$ cat src/rtl/adc_spi_sequencer_if.sv
// adc_spi_sequencer_if: control, ADC serial pins and result bus of the ADC sequencer.
interface adc_spi_sequencer_if;
   logic        start;
   logic        continuous;
   logic [15:0] period;
   logic        clr_flags;
   logic        SDATA;
   logic        CS;
   logic        SCLK;
   logic        busy;
   logic        sample_valid;
   logic [11:0] sample;
   logic        frame_err;
   logic        overrun;
   modport master (
      output start, continuous, period, clr_flags, SDATA,
      input  CS, SCLK, busy, sample_valid, sample, frame_err, overrun
   );
   modport slave (
      input  start, continuous, period, clr_flags, SDATA,
      output CS, SCLK, busy, sample_valid, sample, frame_err, overrun
   );
endinterface

$ cat src/rtl/adc_spi_sequencer.sv
// adc_spi_sequencer: single-clock master for a 16-bit-frame serial ADC; CS/SCLK generation,
// in-domain shift capture, single-shot or timer-periodic triggering with sticky overrun.
module adc_spi_sequencer #(
   parameter int CLK_DIV   = 5,
   parameter int QUIET_CYC = 20
) (
   input logic clk,
   input logic reset,
   adc_spi_sequencer_if.slave bus
);
   localparam int CMAX = (CLK_DIV > QUIET_CYC) ? CLK_DIV : QUIET_CYC;
   localparam int CW = $clog2(CMAX + 1);
   localparam logic [CW-1:0] DIV_TC = CW'(CLK_DIV - 1);
   localparam logic [CW-1:0] QUIET_TC = CW'(QUIET_CYC - 1);
   typedef enum logic [2:0] {IDLE, SETUP, SHIFT, TRAIL, QUIET} state_t;
   state_t r_state, w_state_nxt;
   logic [CW-1:0] r_cnt, w_cnt_nxt;
   logic [3:0] r_bit, w_bit_nxt;
   logic [15:0] r_shift, w_shift_nxt;
   logic [15:0] r_tmr, w_tmr_nxt;
   logic [11:0] r_sample, w_sample_nxt;
   logic r_cs, w_cs_nxt;
   logic r_sclk, w_sclk_nxt;
   logic r_busy, w_busy_nxt;
   logic r_valid, w_valid_nxt;
   logic r_err, w_err_nxt;
   logic r_ovr, w_ovr_nxt;
   logic w_tmr_en, w_fire, w_trig, w_div_tc;
   // Timer fires on zero and reloads period-1, so a new period only lands at the next reload.
   assign w_tmr_en  = bus.continuous && (bus.period != 16'd0);
   assign w_fire    = w_tmr_en && (r_tmr == 16'd0);
   assign w_tmr_nxt = !w_tmr_en ? 16'd0 : w_fire ? bus.period - 16'd1 : r_tmr - 16'd1;
   assign w_trig    = (r_state == IDLE) && (bus.start || w_fire);
   assign w_ovr_nxt = (w_fire && r_state != IDLE) ? 1'b1 : bus.clr_flags ? 1'b0 : r_ovr;
   assign w_div_tc  = r_cnt == DIV_TC;
   always_comb begin
      w_state_nxt  = r_state;
      w_cnt_nxt    = r_cnt + 1'b1;
      w_bit_nxt    = r_bit;
      w_shift_nxt  = r_shift;
      w_cs_nxt     = r_cs;
      w_sclk_nxt   = r_sclk;
      w_busy_nxt   = r_busy;
      w_valid_nxt  = 1'b0;
      w_sample_nxt = r_sample;
      w_err_nxt    = r_err;
      case (r_state)
         IDLE: begin
            w_cnt_nxt = '0;
            if (w_trig) begin
               w_state_nxt = SETUP;
               w_cs_nxt    = 1'b0;
               w_busy_nxt  = 1'b1;
            end
         end
         SETUP: if (w_div_tc) begin
            w_state_nxt = SHIFT;
            w_cnt_nxt   = '0;
            w_sclk_nxt  = 1'b0;
            w_bit_nxt   = 4'd0;
            w_shift_nxt = {r_shift[14:0], bus.SDATA};
         end
         // SDATA is captured on the same edge that drives SCLK low.
         SHIFT: if (w_div_tc) begin
            w_cnt_nxt  = '0;
            w_sclk_nxt = ~r_sclk;
            if (r_sclk) w_shift_nxt = {r_shift[14:0], bus.SDATA};
            else if (r_bit == 4'd15) w_state_nxt = TRAIL;
            else w_bit_nxt = r_bit + 4'd1;
         end
         TRAIL: if (w_div_tc) begin
            w_state_nxt  = QUIET;
            w_cnt_nxt    = '0;
            w_cs_nxt     = 1'b1;
            w_valid_nxt  = 1'b1;
            w_sample_nxt = r_shift[11:0];
            w_err_nxt    = |r_shift[15:12];
         end
         QUIET: if (r_cnt == QUIET_TC) begin
            w_state_nxt = IDLE;
            w_cnt_nxt   = '0;
            w_busy_nxt  = 1'b0;
         end
         default: w_state_nxt = IDLE;
      endcase
   end
   always_ff @(posedge clk or posedge reset) begin
      if (reset) begin
         r_state  <= IDLE;
         r_cnt    <= '0;
         r_bit    <= 4'd0;
         r_shift  <= 16'd0;
         r_tmr    <= 16'd0;
         r_cs     <= 1'b1;
         r_sclk   <= 1'b1;
         r_busy   <= 1'b0;
         r_valid  <= 1'b0;
         r_sample <= 12'd0;
         r_err    <= 1'b0;
         r_ovr    <= 1'b0;
      end else begin
         r_state  <= w_state_nxt;
         r_cnt    <= w_cnt_nxt;
         r_bit    <= w_bit_nxt;
         r_shift  <= w_shift_nxt;
         r_tmr    <= w_tmr_nxt;
         r_cs     <= w_cs_nxt;
         r_sclk   <= w_sclk_nxt;
         r_busy   <= w_busy_nxt;
         r_valid  <= w_valid_nxt;
         r_sample <= w_sample_nxt;
         r_err    <= w_err_nxt;
         r_ovr    <= w_ovr_nxt;
      end
   end
   assign bus.CS           = r_cs;
   assign bus.SCLK         = r_sclk;
   assign bus.busy         = r_busy;
   assign bus.sample_valid = r_valid;
   assign bus.sample       = r_sample;
   assign bus.frame_err    = r_err;
   assign bus.overrun      = r_ovr;
endmodule

$ cat src/flat_wrapper.sv
// flat-port wrapper written by rule: the top's interface ports become plain ports
module adc_spi_sequencer_flat 
#(
   parameter int CLK_DIV   = 5,
   parameter int QUIET_CYC = 20
)
  (clk, reset, bus_start, bus_continuous, bus_period, bus_clr_flags, bus_SDATA, bus_CS, bus_SCLK, bus_busy, bus_sample_valid, bus_sample, bus_frame_err, bus_overrun);
  adc_spi_sequencer_if bus_i ();
  input logic clk;
  input logic reset;
  input wire logic [$bits(bus_i.start)-1:0] bus_start;
  input wire logic [$bits(bus_i.continuous)-1:0] bus_continuous;
  input wire logic [$bits(bus_i.period)-1:0] bus_period;
  input wire logic [$bits(bus_i.clr_flags)-1:0] bus_clr_flags;
  input wire logic [$bits(bus_i.SDATA)-1:0] bus_SDATA;
  output wire logic [$bits(bus_i.CS)-1:0] bus_CS;
  output wire logic [$bits(bus_i.SCLK)-1:0] bus_SCLK;
  output wire logic [$bits(bus_i.busy)-1:0] bus_busy;
  output wire logic [$bits(bus_i.sample_valid)-1:0] bus_sample_valid;
  output wire logic [$bits(bus_i.sample)-1:0] bus_sample;
  output wire logic [$bits(bus_i.frame_err)-1:0] bus_frame_err;
  output wire logic [$bits(bus_i.overrun)-1:0] bus_overrun;
  assign bus_i.start = bus_start;
  assign bus_i.continuous = bus_continuous;
  assign bus_i.period = bus_period;
  assign bus_i.clr_flags = bus_clr_flags;
  assign bus_i.SDATA = bus_SDATA;
  assign bus_CS = bus_i.CS;
  assign bus_SCLK = bus_i.SCLK;
  assign bus_busy = bus_i.busy;
  assign bus_sample_valid = bus_i.sample_valid;
  assign bus_sample = bus_i.sample;
  assign bus_frame_err = bus_i.frame_err;
  assign bus_overrun = bus_i.overrun;
  adc_spi_sequencer #(.CLK_DIV(CLK_DIV), .QUIET_CYC(QUIET_CYC)) u_core (.clk(clk), .reset(reset), .bus(bus_i));
endmodule
$ cat config.mk
export PLATFORM = sky130hd
export DESIGN_NAME = adc_spi_sequencer_flat
export DESIGN_NICKNAME = d
export VERILOG_FILES = /design/src/rtl/adc_spi_sequencer_if.sv /design/src/rtl/adc_spi_sequencer.sv /design/src/flat_wrapper.sv
export SDC_FILE = /design/constraint.sdc
export NUM_CORES = 1
export LEC_CHECK = 0
export BUFFER_PORTS_ARGS = -buffer_cell sky130_fd_sc_hd__buf_2
export CAP_MARGIN = 20
export CORE_MARGIN = 4
export CORE_UTILIZATION = 40
export CTS_CLUSTER_DIAMETER = 80
export DETAILED_ROUTE_END_ITERATION = 10
export PLACE_DENSITY = 0.61
export SETUP_SLACK_MARGIN = 0.3
export SYNTH_ARGS = -nofsm -noshare
export SYNTH_HDL_FRONTEND = slang
export SYNTH_SLANG_ARGS = --single-unit
$ cat constraint.sdc
create_clock -name clk -period 3.9 [get_ports clk]
set_input_delay 0.78 -clock clk [delete_from_list [all_inputs] [get_ports clk]]
set_output_delay 0.78 -clock clk [all_outputs]
set_load 0.05 [all_outputs]
; Word-level counts from Yosys, hierarchy flattened
; Cells that the tools add are included.
[word_totals]
register_bits = 62
elab_cells = 90
in_bits = 22
out_inout_bits = 18
[classes]
n_addsub = 4
eq_ne = 16
n_mux = 35
n_reduce_logical = 22
bitwise_logic = 1
[ops]
columns = cell, n
row1 = $mux 16, 5
row2 = $pmux 16 s2, 1
row3 = $sub 16x1->16 const B, 2
row4 = $mux 3, 7
row5 = $logic_not 16->1, 1
row6 = $mux 4, 4
row7 = $reduce_bool 16->1, 1
row8 = $pmux 3 s5, 1
row9 = $pmux 5 s3, 1
row10 = $ne 2x1->1 const B, 7
row11 = $mux 1, 10
row12 = $mux 5, 2
row13 = $reduce_and 3->1, 3
row14 = $pmux 4 s2, 1
row15 = $reduce_bool 2->1, 4
row16 = $reduce_and 7->1, 1
row17 = $eq 3x2->1 const B, 2
row18 = $pmux 1 s2, 3
row19 = $add 5x1->5 const B, 1
row20 = $eq 5x3->1 const B, 1
row21 = $eq 5x5->1 const B, 1
row22 = $reduce_and 5->1, 1
row23 = $add 4x1->4 const B, 1
row24 = $eq 4x4->1 const B, 1
row25 = other kinds (12), 16

; Depth between registers and ports, before layout
[depth]
depth_word = 7
mapped_depth = 14
depth_no_buf = 12

; Worst setup path after synthesis
; Ideal clock, no wire load.
[synth_path]
path_type = input to register
start = input bus_period[9]
end = register u_core.r_tmr[14]
path_buffers = 0
required_ns = 3.762
arrival_ns = 2.894
setup_time_ns = 0.138
stages = 10
path_slack_ns = 0.868
cell_sequence = nor3_1 nand4_1 o21a_1 a21oi_1 ha_1 nor3b_1 nand3_1 mux2i_4 a31o_1 a21oi_1
[synth_between]
elab_chain_cells = 5
word_cells_on_any_way = 6
classes_between = add/sub (1) / mux (2) / reduce/logical (3)
[synth_lines]
columns = element, line
row1 = "start, declared", flat_wrapper.sv:13  ; input wire logic [$bits(bus_i.period)-1:0] bus_period;
row2 = "parallel branches: the longest is 4 deep, another holds $sub 16x1->16", --
row3 = $mux 16 *, adc_spi_sequencer.sv:32  ; assign w_tmr_nxt = !w_tmr_en ? 16'd0 : w_fire ? bus.period - 16'd1 : r_tmr - 16'd1;
row4 = named net u_core.w_tmr_nxt[14], adc_spi_sequencer.sv:20  ; logic [15:0] r_tmr, w_tmr_nxt;
row5 = "end signal, assigned", adc_spi_sequencer.sv:106  ; r_tmr <= w_tmr_nxt;
row6 = "end, declared", adc_spi_sequencer.sv:20
; Mark *: on every way through the listed nets, which the timed path passes.
; A chain may end at the register's enable or synchronous reset.

; Final worst setup path
[layout_path]
start = register u_core.r_tmr[9]
end = register u_core.r_tmr[14]
[layout_between]
elab_chain_cells = 4
word_cells_on_any_way = 5
classes_between = add/sub (1) / mux (2) / reduce/logical (2)
[layout_lines]
columns = element, line
row1 = "parallel branches: the longest is 2 deep, another holds $sub 16x1->16", --
row2 = $mux 16 * (2 in a row), adc_spi_sequencer.sv:32
row3 = named net u_core.w_tmr_nxt[14], adc_spi_sequencer.sv:20
; Marked as above.

==> out/summary.md <==
Ranked by total cell area, the synthesized netlist is headed by sky130_fd_sc_hd__dfrtp_1 (47%), sky130_fd_sc_hd__mux2_2 (10%), sky130_fd_sc_hd__a21oi_1 (3.9%), sky130_fd_sc_hd__nand2_1 (2.6%), sky130_fd_sc_hd__nor2_1 (2.6%). The tools report the number of global-route vias before repair as 2379. The tools report the number of standard-cell rows in the floorplan as 32. The worst setup path is captured at a register. The logs give 3503 um2 for the cell area after placement and 452 for the count of placed standard cells in the final layout, fillers left out. The logs give 0.224 for the clock power share and 0 for the number of setup violations in the final report.

Subtracting the final worst setup slack from the clock period gives 3336 ps. In the layout the commonest cells are sky130_fd_sc_hd__dfrtp_1 (60), sky130_fd_sc_hd__buf_2 (39), sky130_fd_sc_hd__mux2_2 (29), sky130_fd_sc_hd__a21oi_1 (25). After clock tree synthesis, the repair step resized 0 gates.

Max-cap violation count: 0. Before CTS, the worst setup slack after placement is 367.8 ps. The synthesis-to-layout area growth came out at 17.34%. The tools report the maximum level of the CTS H-tree as 3.

The run gives 0 as the initial antenna violation count. At the end of routability-driven placement, the weighted congestion stood at 0.8004. The horizontal die dimension is 97.08 um. With fillers left out, the area of the finished cells amounts to 3725 um2. The run gives 0.4896 as the sequential element share of the synthesized area. TritonCTS built the clock tree. Based on the critical path, the design can be clocked at up to 299.7 MHz. Port buffering added 39 buffers.

The internal portion of the total power is 1.660 mW. Setup repair after global routing left no endpoint under its margin. For the initial core utilization, the log shows 0.4108. Category of the most critical setup path: reg2reg. In this run the static leakage power is 1.720 nW.

Across the VDD grid, the largest voltage drop is 0.0003356 V. The total inserted antenna cells is 0. Startpoint class of the critical path: a register.

The die covers 9425 um2. Utilization after layout: 0.4820. For the total wire length, the log shows 6493 um. Data arrival time of the critical path: 3590 ps. The cell count of the worst hold path is 1, and the combinational power share is 0.422. Counting flops and latches in the post-synthesis netlist gives 62. The number of synthesized flops with an enable pin was 0. The first detailed-routing pass took 4 iterations. Pin placement for this block handled 40 I/O pins. The fraction of power spent switching nets is 0.4043. The share of layout cells above drive strength 1 is 0.3114. For this block, the initial DRC count from the detailed router was 110. The clock edge transition at the registers on the reported setup and hold paths was 70 ps.

The number of warnings reported in the yosys synthesis log is 0. At the pin with the least slew margin, the transition time is 902.1 ps. The top cell type's share of synthesized area is 0.4730, and the total count of max-transition violations in the final report is 0. The analysis attributes to net switching a power of 1.127 mW.

The tools report the number of endpoints with negative hold slack in the final report as 0. The most common library cell in the layout ignoring fill and taps was sky130_fd_sc_hd__dfrtp_1. The run gives 340 ps as the clock insertion delay at the later pin of the skew report. The detailed-placement wirelength estimate came out at 4750 um.

When the netlist entered floorplanning its net count stood at 323. Count of cells along the worst register-to-register path: 12. The root buffer selected by CTS was sky130_fd_sc_hd__clkbuf_8.

The logs give 0 for the remaining antenna violation count and 11540 um for the first-pass GRT wire length. For the final routed database, the setup TNS stands at 0 ps. The most used flip-flop cell after synthesis is sky130_fd_sc_hd__dfrtp_1.

The post-CTS setup buffer count is 0, and the worst-case hold slack is 480.3 ps. Once routing completed, OpenROAD measured the worst setup slack at 563.6 ps. The routed via count divided by cell count is 5.387, and the sum of internal, switching and leakage power is 2.786 mW.

The final cycle utilization of the critical path works out to 0.8555. The detail-routed net length per standard cell was 14.37 um. Clock tree synthesis inserted a total of 9 buffers.

The cell count after synthesis came out at 297. For the core region area, the log shows 7727 um2. Along the worst path, the maximum fanout reaches 7.

Power spread over the standard cell area amounts to 748.1 nW/um2. The logs give 62 for the clock sink count and 0 for the remaining design rule violation count. The synthesized area divided by synthesized cell count was 10.69 um2; the number of unique standard cell types used by synthesis was 52.

The post-synthesis cell type with the largest combined area was sky130_fd_sc_hd__dfrtp_1. The logs give 0.1477 for the global routing usage summed across all routing layers and 0 for the number of hold buffers added after CTS. The flow ran to the end, and the final reports show no timing, DRC or antenna violations. The count of placed standard cells including taps was 436. The run gives 44 as the largest net degree at the start of global routing. STA puts the critical path data required time at 4160 ps.

The synthesized netlist occupies a cell area of 3174 um2. After global routing the overflow that remains totals 0. From bottom edge to top edge, the die measures 97.08 um. The logs give 2435 for the overall via count from detail_route and 9.768 ps for the final clock skew. The worst slew margin relative to its limit was 0.3977. Path category of the worst min-delay check: reg2reg. The share of synthesized flip-flops with an asynchronous set or reset works out to 1.000. The run gives 0.354 as the sequential share of power. The run gives 2 as the clock tree buffer depth. The number of nets in the finished design was 371.
==> Yosys cell counts (2+ instances only) <==
master / number
sky130_fd_sc_hd__ha_1: 4
sky130_fd_sc_hd__a211o_1: 2
sky130_fd_sc_hd__nand4_1: 4
sky130_fd_sc_hd__nand3_1: 9
sky130_fd_sc_hd__a21oi_1: 25
sky130_fd_sc_hd__nor3_1: 7
sky130_fd_sc_hd__or4_1: 3
sky130_fd_sc_hd__and2_1: 4
sky130_fd_sc_hd__xor2_1: 6
sky130_fd_sc_hd__o21a_1: 3
sky130_fd_sc_hd__a31o_1: 2
sky130_fd_sc_hd__dfrtp_1: 60
sky130_fd_sc_hd__nor2_1: 22
sky130_fd_sc_hd__a211oi_1: 5
sky130_fd_sc_hd__clkbuf_1: 4
sky130_fd_sc_hd__nand2b_1: 7
sky130_fd_sc_hd__dfstp_2: 2
sky130_fd_sc_hd__mux2i_4: 2
sky130_fd_sc_hd__a31oi_1: 3
sky130_fd_sc_hd__nor4_1: 6
sky130_fd_sc_hd__or4_4: 2
sky130_fd_sc_hd__o21ai_0: 10
sky130_fd_sc_hd__mux2_2: 29
sky130_fd_sc_hd__nand2_1: 22
sky130_fd_sc_hd__inv_1: 7
sky130_fd_sc_hd__mux2i_1: 2
sky130_fd_sc_hd__and3_1: 2
sky130_fd_sc_hd__or3_1: 2
sky130_fd_sc_hd__a21o_1: 3
sky130_fd_sc_hd__o22ai_1: 2
sky130_fd_sc_hd__buf_2: 4
sky130_fd_sc_hd__o21ai_1: 4
sky130_fd_sc_hd__o211ai_2: 2
sky130_fd_sc_hd__nor2b_1: 4
sky130_fd_sc_hd__nor3b_1: 3
sky130_fd_sc_hd__o31ai_1: 3
==> flip-flops by register name, summed over array words and instances (netlist names) <==
signal	count
u_core.bus.busy	1
u_core.bus.sample_valid	1
u_core.bus.sample	12
u_core.r_shift	16
u_core.bus.frame_err	1
u_core.bus.SCLK	1
u_core.r_cnt	5
u_core.r_tmr	16
u_core.r_state	3
u_core.r_bit	4
u_core.bus.overrun	1
u_core.bus.CS	1
==> final cells by class <==
class                           count  area [um2]
Clock buffer                        9       123.9
Clock inverter                      7       97.59
Fill cell                         737        4003
Inverter                            7       26.28
Multi-Input combinational cell    218        1540
Sequential cell                    62        1554
Tap cell                          102       127.6
Timing Repair Buffer               47       255.2
==> power groups by stage <==
stage / clock network [mW] / registers (mW) / logic [mW]
6_report: 0.624 / 0.988 / 1.17
5_1_grt: 0.676 / 1.02 / 1.31
4_1_cts: 0.646 / 0.984 / 1.18
3_5_place_dp: 0 / 0.993 / 1.18
3_3_place_gp: 0 / 0.994 / 1.16
2_1_floorplan: 0 / 1.06 / 0.863
==> cells by family after synthesis <==
logic type                 Yosys count  share of synthesized area
AOI/OAI and AO/OA                   69                     0.1411
xor gates and xnor gates             7                    0.01931
adders and majority gates            4                    0.01577
buffers and inverters               17                    0.02523
DFF                                 62                     0.4896
muxes                               34                     0.1281
and+or+nand+nor                    104                     0.1809
==> per-layer routing <==
layer	vias up	wire (um)	GRT usage
met5	-	0	0
met4	0	45	0.03888
met3	4	298	0.04235
met2	60	3246	0.2415
met1	1176	2902	0.1926
li1	1195	-	-
==> final timing paths <==
path	end	slack [ps]	startpoint
max in group asynchronous	u_core.bus.SCLK	2400	reset
setup reg to reg	u_core.r_tmr[14]	560	u_core.r_tmr[9]
hold reg to reg	u_core.r_cnt[0]	480	u_core.r_cnt[0]
min in group asynchronous	u_core.r_shift[12]	640	reset
setup / recovery	u_core.r_tmr[14]	560	u_core.r_tmr[9]
hold / removal	u_core.r_cnt[0]	480	u_core.r_cnt[0]
==> critical path, cell delays in order (launching register included) <==
cell	delay [ps]
sky130_fd_sc_hd__dfrtp_1	420
sky130_fd_sc_hd__or4_1	680
sky130_fd_sc_hd__nor4_4	250
sky130_fd_sc_hd__buf_4	190
sky130_fd_sc_hd__and2_1	280
sky130_fd_sc_hd__o21a_1	260
sky130_fd_sc_hd__a21oi_1	100
sky130_fd_sc_hd__ha_1	240
sky130_fd_sc_hd__nor3b_1	190
sky130_fd_sc_hd__nand3_1	140
sky130_fd_sc_hd__mux2i_4	110
sky130_fd_sc_hd__a31o_1	230
sky130_fd_sc_hd__a21oi_1	150
(Power assumes the default switching activity.)
